[config.mk]
export PLATFORM = sky130hd
export DESIGN_NAME = slt_sltu_seq_flat
export DESIGN_NICKNAME = d
export VERILOG_FILES = /design/src/rtl/slt_sltu_seq_if.sv /design/src/rtl/slt_sltu_seq.sv /design/src/flat_wrapper.sv
export SDC_FILE = /design/constraint.sdc
export NUM_CORES = 1
export LEC_CHECK = 0
export ABC_CLOCK_PERIOD_IN_PS = 1900
export CAP_MARGIN = 30
export CORE_MARGIN = 2
export CORE_UTILIZATION = 40
export DETAILED_ROUTE_END_ITERATION = 8
export PLACE_DENSITY_LB_ADDON = 0.3
export RECOVER_POWER = 100
export REMOVE_ABC_BUFFERS = 1
export SKIP_LAST_GASP = 1
export SYNTH_ARGS = -nofsm -noshare
export SYNTH_HDL_FRONTEND = slang
export SYNTH_SLANG_ARGS = --single-unit
[constraint.sdc]
create_clock -name I_CLK -period 1.9 [get_ports I_CLK]
set_input_delay 0.475 -clock I_CLK [delete_from_list [all_inputs] [get_ports I_CLK]]
set_output_delay 0.475 -clock I_CLK [all_outputs]
set_load 0.02 [all_outputs]
[src/rtl/slt_sltu_seq_if.sv]
// ============================================================================
// Module   : slt_sltu_seq_if
// Brief    : Request/response bundle for the sequential set-less-than unit.
//            SLT_SEQ_EQ_FLAG_EN adds the O_Eq response signal.
// Revision : 1.0 - initial release
// ============================================================================
`default_nettype none

interface slt_sltu_seq_if #(
  parameter int WIDTH = 32
);
  logic             I_Valid;
  logic             O_Ready;
  logic [WIDTH-1:0] I_OP_A;
  logic [WIDTH-1:0] I_OP_B;
  logic             I_U;
  logic             I_Flush;
  logic             O_Valid;
  logic             I_Ready;
  logic             O_Result;
`ifdef SLT_SEQ_EQ_FLAG_EN
  logic             O_Eq;
`endif

  modport slave (
    input  I_Valid, I_OP_A, I_OP_B, I_U, I_Flush, I_Ready,
    output O_Ready, O_Valid, O_Result
`ifdef SLT_SEQ_EQ_FLAG_EN
    , output O_Eq
`endif
  );

  modport master (
    output I_Valid, I_OP_A, I_OP_B, I_U, I_Flush, I_Ready,
    input  O_Ready, O_Valid, O_Result
`ifdef SLT_SEQ_EQ_FLAG_EN
    , input O_Eq
`endif
  );
endinterface

`default_nettype wire

[src/rtl/slt_sltu_seq.sv]
// ============================================================================
// Module   : slt_sltu_seq
// Brief    : Multi-cycle SLT/SLTU, CHUNK bits per cycle via a registered
//            borrow chain. SLT_SEQ_EQ_FLAG_EN adds the O_Eq equality flag.
// Revision : 1.0 - initial release
// ============================================================================
`default_nettype none

module slt_sltu_seq #(
  parameter int WIDTH = 32,
  parameter int CHUNK = 4
) (
  input  logic          I_CLK,
  input  logic          I_RST_N,
  slt_sltu_seq_if.slave bus
);
  localparam int NCHUNK = WIDTH / CHUNK;
  localparam int CNT_W  = (NCHUNK > 1) ? $clog2(NCHUNK) : 1;

  generate
    if (WIDTH < 2 || CHUNK < 1 || (WIDTH % CHUNK) != 0) begin : g_param_err
      $error("slt_sltu_seq: WIDTH must be >= 2 and divisible by CHUNK");
    end
  endgenerate

  typedef enum logic [1:0] {
    S_IDLE = 2'd0,
    S_BUSY = 2'd1,
    S_DONE = 2'd2
  } state_t;

  state_t             state_q, state_d;
  logic [WIDTH-1:0]   a_q, a_d;
  logic [WIDTH-1:0]   b_q, b_d;
  logic               u_q, u_d;
  logic               sa_q, sa_d;
  logic               sb_q, sb_d;
  logic               borrow_q, borrow_d;
  logic [CNT_W-1:0]   cnt_q, cnt_d;
  logic               result_q, result_d;
  logic [CHUNK:0]     w_diff;
  logic               w_last;
`ifdef SLT_SEQ_EQ_FLAG_EN
  logic               zacc_q, zacc_d;
  logic               eq_q, eq_d;
  logic               w_zero;
`endif

  // Top bit of the (CHUNK+1)-bit difference is the borrow out of this chunk.
  assign w_diff = {1'b0, a_q[CHUNK-1:0]} - {1'b0, b_q[CHUNK-1:0]}
                - {{CHUNK{1'b0}}, borrow_q};
  assign w_last = (cnt_q == CNT_W'(NCHUNK - 1));
`ifdef SLT_SEQ_EQ_FLAG_EN
  assign w_zero = (w_diff[CHUNK-1:0] == '0);
`endif

  always_comb begin
    state_d  = state_q;
    a_d      = a_q;
    b_d      = b_q;
    u_d      = u_q;
    sa_d     = sa_q;
    sb_d     = sb_q;
    borrow_d = borrow_q;
    cnt_d    = cnt_q;
    result_d = result_q;
`ifdef SLT_SEQ_EQ_FLAG_EN
    zacc_d   = zacc_q;
    eq_d     = eq_q;
`endif
    if (bus.I_Flush) begin
      state_d = S_IDLE;
    end else begin
      unique case (state_q)
        S_IDLE: begin
          if (bus.I_Valid) begin
            a_d      = bus.I_OP_A;
            b_d      = bus.I_OP_B;
            u_d      = bus.I_U;
            sa_d     = bus.I_OP_A[WIDTH-1];
            sb_d     = bus.I_OP_B[WIDTH-1];
            borrow_d = 1'b0;
            cnt_d    = '0;
`ifdef SLT_SEQ_EQ_FLAG_EN
            zacc_d   = 1'b1;
`endif
            state_d  = S_BUSY;
          end
        end
        S_BUSY: begin
          borrow_d = w_diff[CHUNK];
          a_d      = a_q >> CHUNK;
          b_d      = b_q >> CHUNK;
          cnt_d    = cnt_q + CNT_W'(1);
`ifdef SLT_SEQ_EQ_FLAG_EN
          zacc_d   = zacc_q & w_zero;
`endif
          if (w_last) begin
            // Differing signs in signed mode: the negative operand is smaller.
            result_d = (u_q || (sa_q == sb_q)) ? w_diff[CHUNK] : sa_q;
`ifdef SLT_SEQ_EQ_FLAG_EN
            eq_d     = zacc_q & w_zero;
`endif
            state_d  = S_DONE;
          end
        end
        S_DONE: begin
          if (bus.I_Ready) begin
            state_d = S_IDLE;
          end
        end
        default: state_d = S_IDLE;
      endcase
    end
  end

  always_ff @(posedge I_CLK or negedge I_RST_N) begin
    if (!I_RST_N) begin
      state_q  <= S_IDLE;
      a_q      <= '0;
      b_q      <= '0;
      u_q      <= 1'b0;
      sa_q     <= 1'b0;
      sb_q     <= 1'b0;
      borrow_q <= 1'b0;
      cnt_q    <= '0;
      result_q <= 1'b0;
`ifdef SLT_SEQ_EQ_FLAG_EN
      zacc_q   <= 1'b0;
      eq_q     <= 1'b0;
`endif
    end else begin
      state_q  <= state_d;
      a_q      <= a_d;
      b_q      <= b_d;
      u_q      <= u_d;
      sa_q     <= sa_d;
      sb_q     <= sb_d;
      borrow_q <= borrow_d;
      cnt_q    <= cnt_d;
      result_q <= result_d;
`ifdef SLT_SEQ_EQ_FLAG_EN
      zacc_q   <= zacc_d;
      eq_q     <= eq_d;
`endif
    end
  end

  assign bus.O_Ready  = (state_q == S_IDLE);
  assign bus.O_Valid  = (state_q == S_DONE);
  assign bus.O_Result = result_q;
`ifdef SLT_SEQ_EQ_FLAG_EN
  assign bus.O_Eq     = eq_q;
`endif

endmodule

`default_nettype wire

[src/flat_wrapper.sv]
// flat-port wrapper written by rule: the top's interface ports become plain ports
module slt_sltu_seq_flat 
#(
  parameter int WIDTH = 32,
  parameter int CHUNK = 4
)
  (I_CLK, I_RST_N, bus_I_Valid, bus_I_OP_A, bus_I_OP_B, bus_I_U, bus_I_Flush, bus_I_Ready, bus_O_Ready, bus_O_Valid, bus_O_Result);
  slt_sltu_seq_if #(.WIDTH(WIDTH)) bus_i ();
  input  logic I_CLK;
  input  logic I_RST_N;
  input wire logic [$bits(bus_i.I_Valid)-1:0] bus_I_Valid;
  input wire logic [$bits(bus_i.I_OP_A)-1:0] bus_I_OP_A;
  input wire logic [$bits(bus_i.I_OP_B)-1:0] bus_I_OP_B;
  input wire logic [$bits(bus_i.I_U)-1:0] bus_I_U;
  input wire logic [$bits(bus_i.I_Flush)-1:0] bus_I_Flush;
  input wire logic [$bits(bus_i.I_Ready)-1:0] bus_I_Ready;
  output wire logic [$bits(bus_i.O_Ready)-1:0] bus_O_Ready;
  output wire logic [$bits(bus_i.O_Valid)-1:0] bus_O_Valid;
  output wire logic [$bits(bus_i.O_Result)-1:0] bus_O_Result;
  assign bus_i.I_Valid = bus_I_Valid;
  assign bus_i.I_OP_A = bus_I_OP_A;
  assign bus_i.I_OP_B = bus_I_OP_B;
  assign bus_i.I_U = bus_I_U;
  assign bus_i.I_Flush = bus_I_Flush;
  assign bus_i.I_Ready = bus_I_Ready;
  assign bus_O_Ready = bus_i.O_Ready;
  assign bus_O_Valid = bus_i.O_Valid;
  assign bus_O_Result = bus_i.O_Result;
  slt_sltu_seq #(.WIDTH(WIDTH), .CHUNK(CHUNK)) u_core (.I_CLK(I_CLK), .I_RST_N(I_RST_N), .bus(bus_i));
endmodule
==> reports/summary.txt <==
Avg Vias per Cell: 4.868
Failing checks: setup timing
First-pass GRT wire length: 11.76 mm
Drt total wl: 6.798 mm
Share of the synthesized area in the top cell type: 0.5168
Commonest non-fill, non-tap cells in the layout: dfrtp_1, nand2_1, clkdlybuf4s50_1, mux2i_1, o21ai_0
Async S/R FF share, synth: 1.000
Diode count: 0
Clock-pin slew on the worst setup and hold paths: 0.07 ns
Row count: 34
Hold slack: 0.1924 ns
Yosys cell types: 30
CTS HTree Levels: 3
Area leader, netlist: dfrtp_1
Yosys warns: 0
CP max FO: 3
Syn_area_per_cell: 10.48 µm²
Initial Util: 0.4109
Core ar.: 8721 µm²
Final Hold Fails: 0
Slew HR: 0.4962
Peak VDD IR: 0.4298 mV
Worst-Margin Slew: 0.7557 ns
Vias: 2609
Clk_lat worst skew: 0.34 ns
HPWL Detailed: 4.843 mm
Fin nets: 500
Status: finished with violations
Vias in the first global route: 2580
Initial antenna violation count: 0
Crit path kind: flop to flop
I/O pin cnt: 73
Netlist area before placement: 3583 µm²
Tcrit/Tclk final: 1.050
Hold buffer count at cts: 0
TritonCTS clock tree: built
CP endpoint kind: flop
Largest net degree at the start of global routing: 45
Reg2Reg Depth: 8
Worst slack, placed: -0.1030 ns
Die Y: 98.65 µm
DRT Pass-1 Iters: 4
CP Launch Type: flop
Share of cells above drive strength 1: 0.09579
Root Buffer: clkbuf_8
Port bufs: 72
Fin Clk Skew: 0.007130 ns
CTS sink count: 74
Cell Pwr Density: 945.7 nW/µm²
CTS Buffer Depth: 2
Max-cap viol count: 0
Endpoints failing setup: 2
Number of flops mapped to enable cells by yosys: 0
Main synth FF type: dfrtp_1
Worst hold path type: input pin to asynchronous set/reset pin
GRT Total Usage: 0.1491
Final min period: 1.995 ns
Max Clock Freq: 501.2 MHz
Commonest non-fill, non-tap cell in the layout: dfrtp_1
Die outline area: 9732 µm²
CP Data Arrival Time: 2.22 ns
RSZ-0062 raised after global routing: yes
Final setup margin: -0.09526 ns
Post-Syn Instances: 342
Grt total ovfl: 0
Die Span X: 98.65 µm
Slew Limit Fails: 0
Post-placement cell area: 4449 µm²
Final GP Congestion: 0.8123
Register bit total from synthesis: 74
Design Area, Final: 4659 µm²
Leak Pwr: 2.082 nW
CP required: 2.12 ns
Num CTS Buffers: 9
Top cells by area, synth: dfrtp_1, mux2i_1, nand2_1, o21ai_0, o21ai_1
Critical Path Start: u_core.borrow_q
Post-route DRC: 0
DRT iter0 DRCs: 57
Avg WL per Cell: 12.68 µm
Crit Reg-Reg Startpoint: u_core.borrow_q
Area delta synth->final: 30.03%
Sequential area share after synthesis: 0.5168
ANT nets after route: 0
-- through the flow --
step / utilization / cells / total power (W) / setup TNS [ns]
global route: 0.5343 / 536 / 0.004683 / -0.6588
finish: 0.5343 / 536 / 0.004406 / -0.1521
floorplan: - / 321 / 0.002616 / -210.13
global placement: 0.5102 / 517 / 0.002926 / -0.1265
CTS: 0.5385 / 534 / 0.004428 / -0.1763
detailed placement: 0.5102 / 517 / 0.002976 / -0.3908
-- worst paths after layout --
check | end | slack, ns
worst min register to register | u_core.b_q[28] | 0.48
min in group I_CLK | u_core.b_q[28] | 0.48
max in group asynchronous | u_core.a_q[6] | 0.56
worst max register to register | u_core.borrow_q | -0.1
worst min-delay path | u_core.b_q[25] | 0.19
worst max-delay path | u_core.borrow_q | -0.1
-- repair_timing --
item | in CTS | in global routing
setup endpoints to repair | 4 | 2
resized for setup | 3 | 2
endpoints found under the hold margin | 0 | 0
pin swaps | 1 | 1
buffers inserted | 1 | 2
-- synthesized netlist by cell type (2+ instances only) --
master and instances:
dfrtp_1 74, nand2_1 71, mux2i_1 58, o21ai_0 34, o21ai_1 30, inv_1 12
buf_2 9, ha_1 7, a22o_1 5, nor2_1 5, buf_12 4, mux2_2 4
nand2b_1 4, nor2b_1 4, clkbuf_1 3, a21oi_1 2, buf_6 2, clkbuf_2 2
-- worst max-delay path, cell delays in order, from the launching register on --
cell and delay [ns]:
dfrtp_1 0.34, inv_1 0.05, ha_1 0.30, a21o_1 0.19
ha_4 0.22, a211oi_4 0.29, o21ai_0 0.15, xnor2_1 0.14
a22o_1 0.20
-- sequential cells by signal (all words and copies together) (netlist names) --
signal,cells
u_core.u_q,1
u_core.sb_q,1
u_core.borrow_q,1
u_core.state_q,2
u_core.b_q,32
u_core.bus.O_Result,1
u_core.sa_q,1
u_core.cnt_q,3
u_core.a_q,32
-- routing by layer --
metal	global-route usage	routed length (µm)	part of all wire
met5	0	0	0
met2	0.2412	3199	0.47
met3	0.03333	323	0.048
met4	0.06006	96	0.014
met1	0.1955	3178	0.47
-- logic make-up after synthesis --
| logic type | after synthesis | synth area share |
|---|---|---|
| DFF | 74 | 0.5168 |
| and+or+nand+nor | 87 | 0.09986 |
| xor gates and xnor gates | 1 | 0.002445 |
| adders and majority gates | 7 | 0.02444 |
| buffers and inverters | 33 | 0.06180 |
| muxes | 62 | 0.1746 |
| AOI/OAI and AO/OA | 78 | 0.1201 |
-- report_power, final --
part | switching (W) | leakage (nW) | total (W) | internal [W]
logic | 0.000465 | 1.04 | 0.000993 | 0.000527
clock network | 0.000562 | 0.114 | 0.00143 | 0.000872
registers | 0.000141 | 0.928 | 0.00198 | 0.00184
-- layout make-up --
class | count | area (µm²)
Fill cell | 796 | 4061
Sequential cell | 74 | 1852
Multi-Input combinational cell | 235 | 1544
Timing Repair Buffer | 91 | 849.6
Tap cell | 108 | 135.1
Clock buffer | 11 | 131.4
Clock inverter | 5 | 102.6
Inverter | 12 | 45.04
No activity file was read; power rests on OpenSTA's default activity.
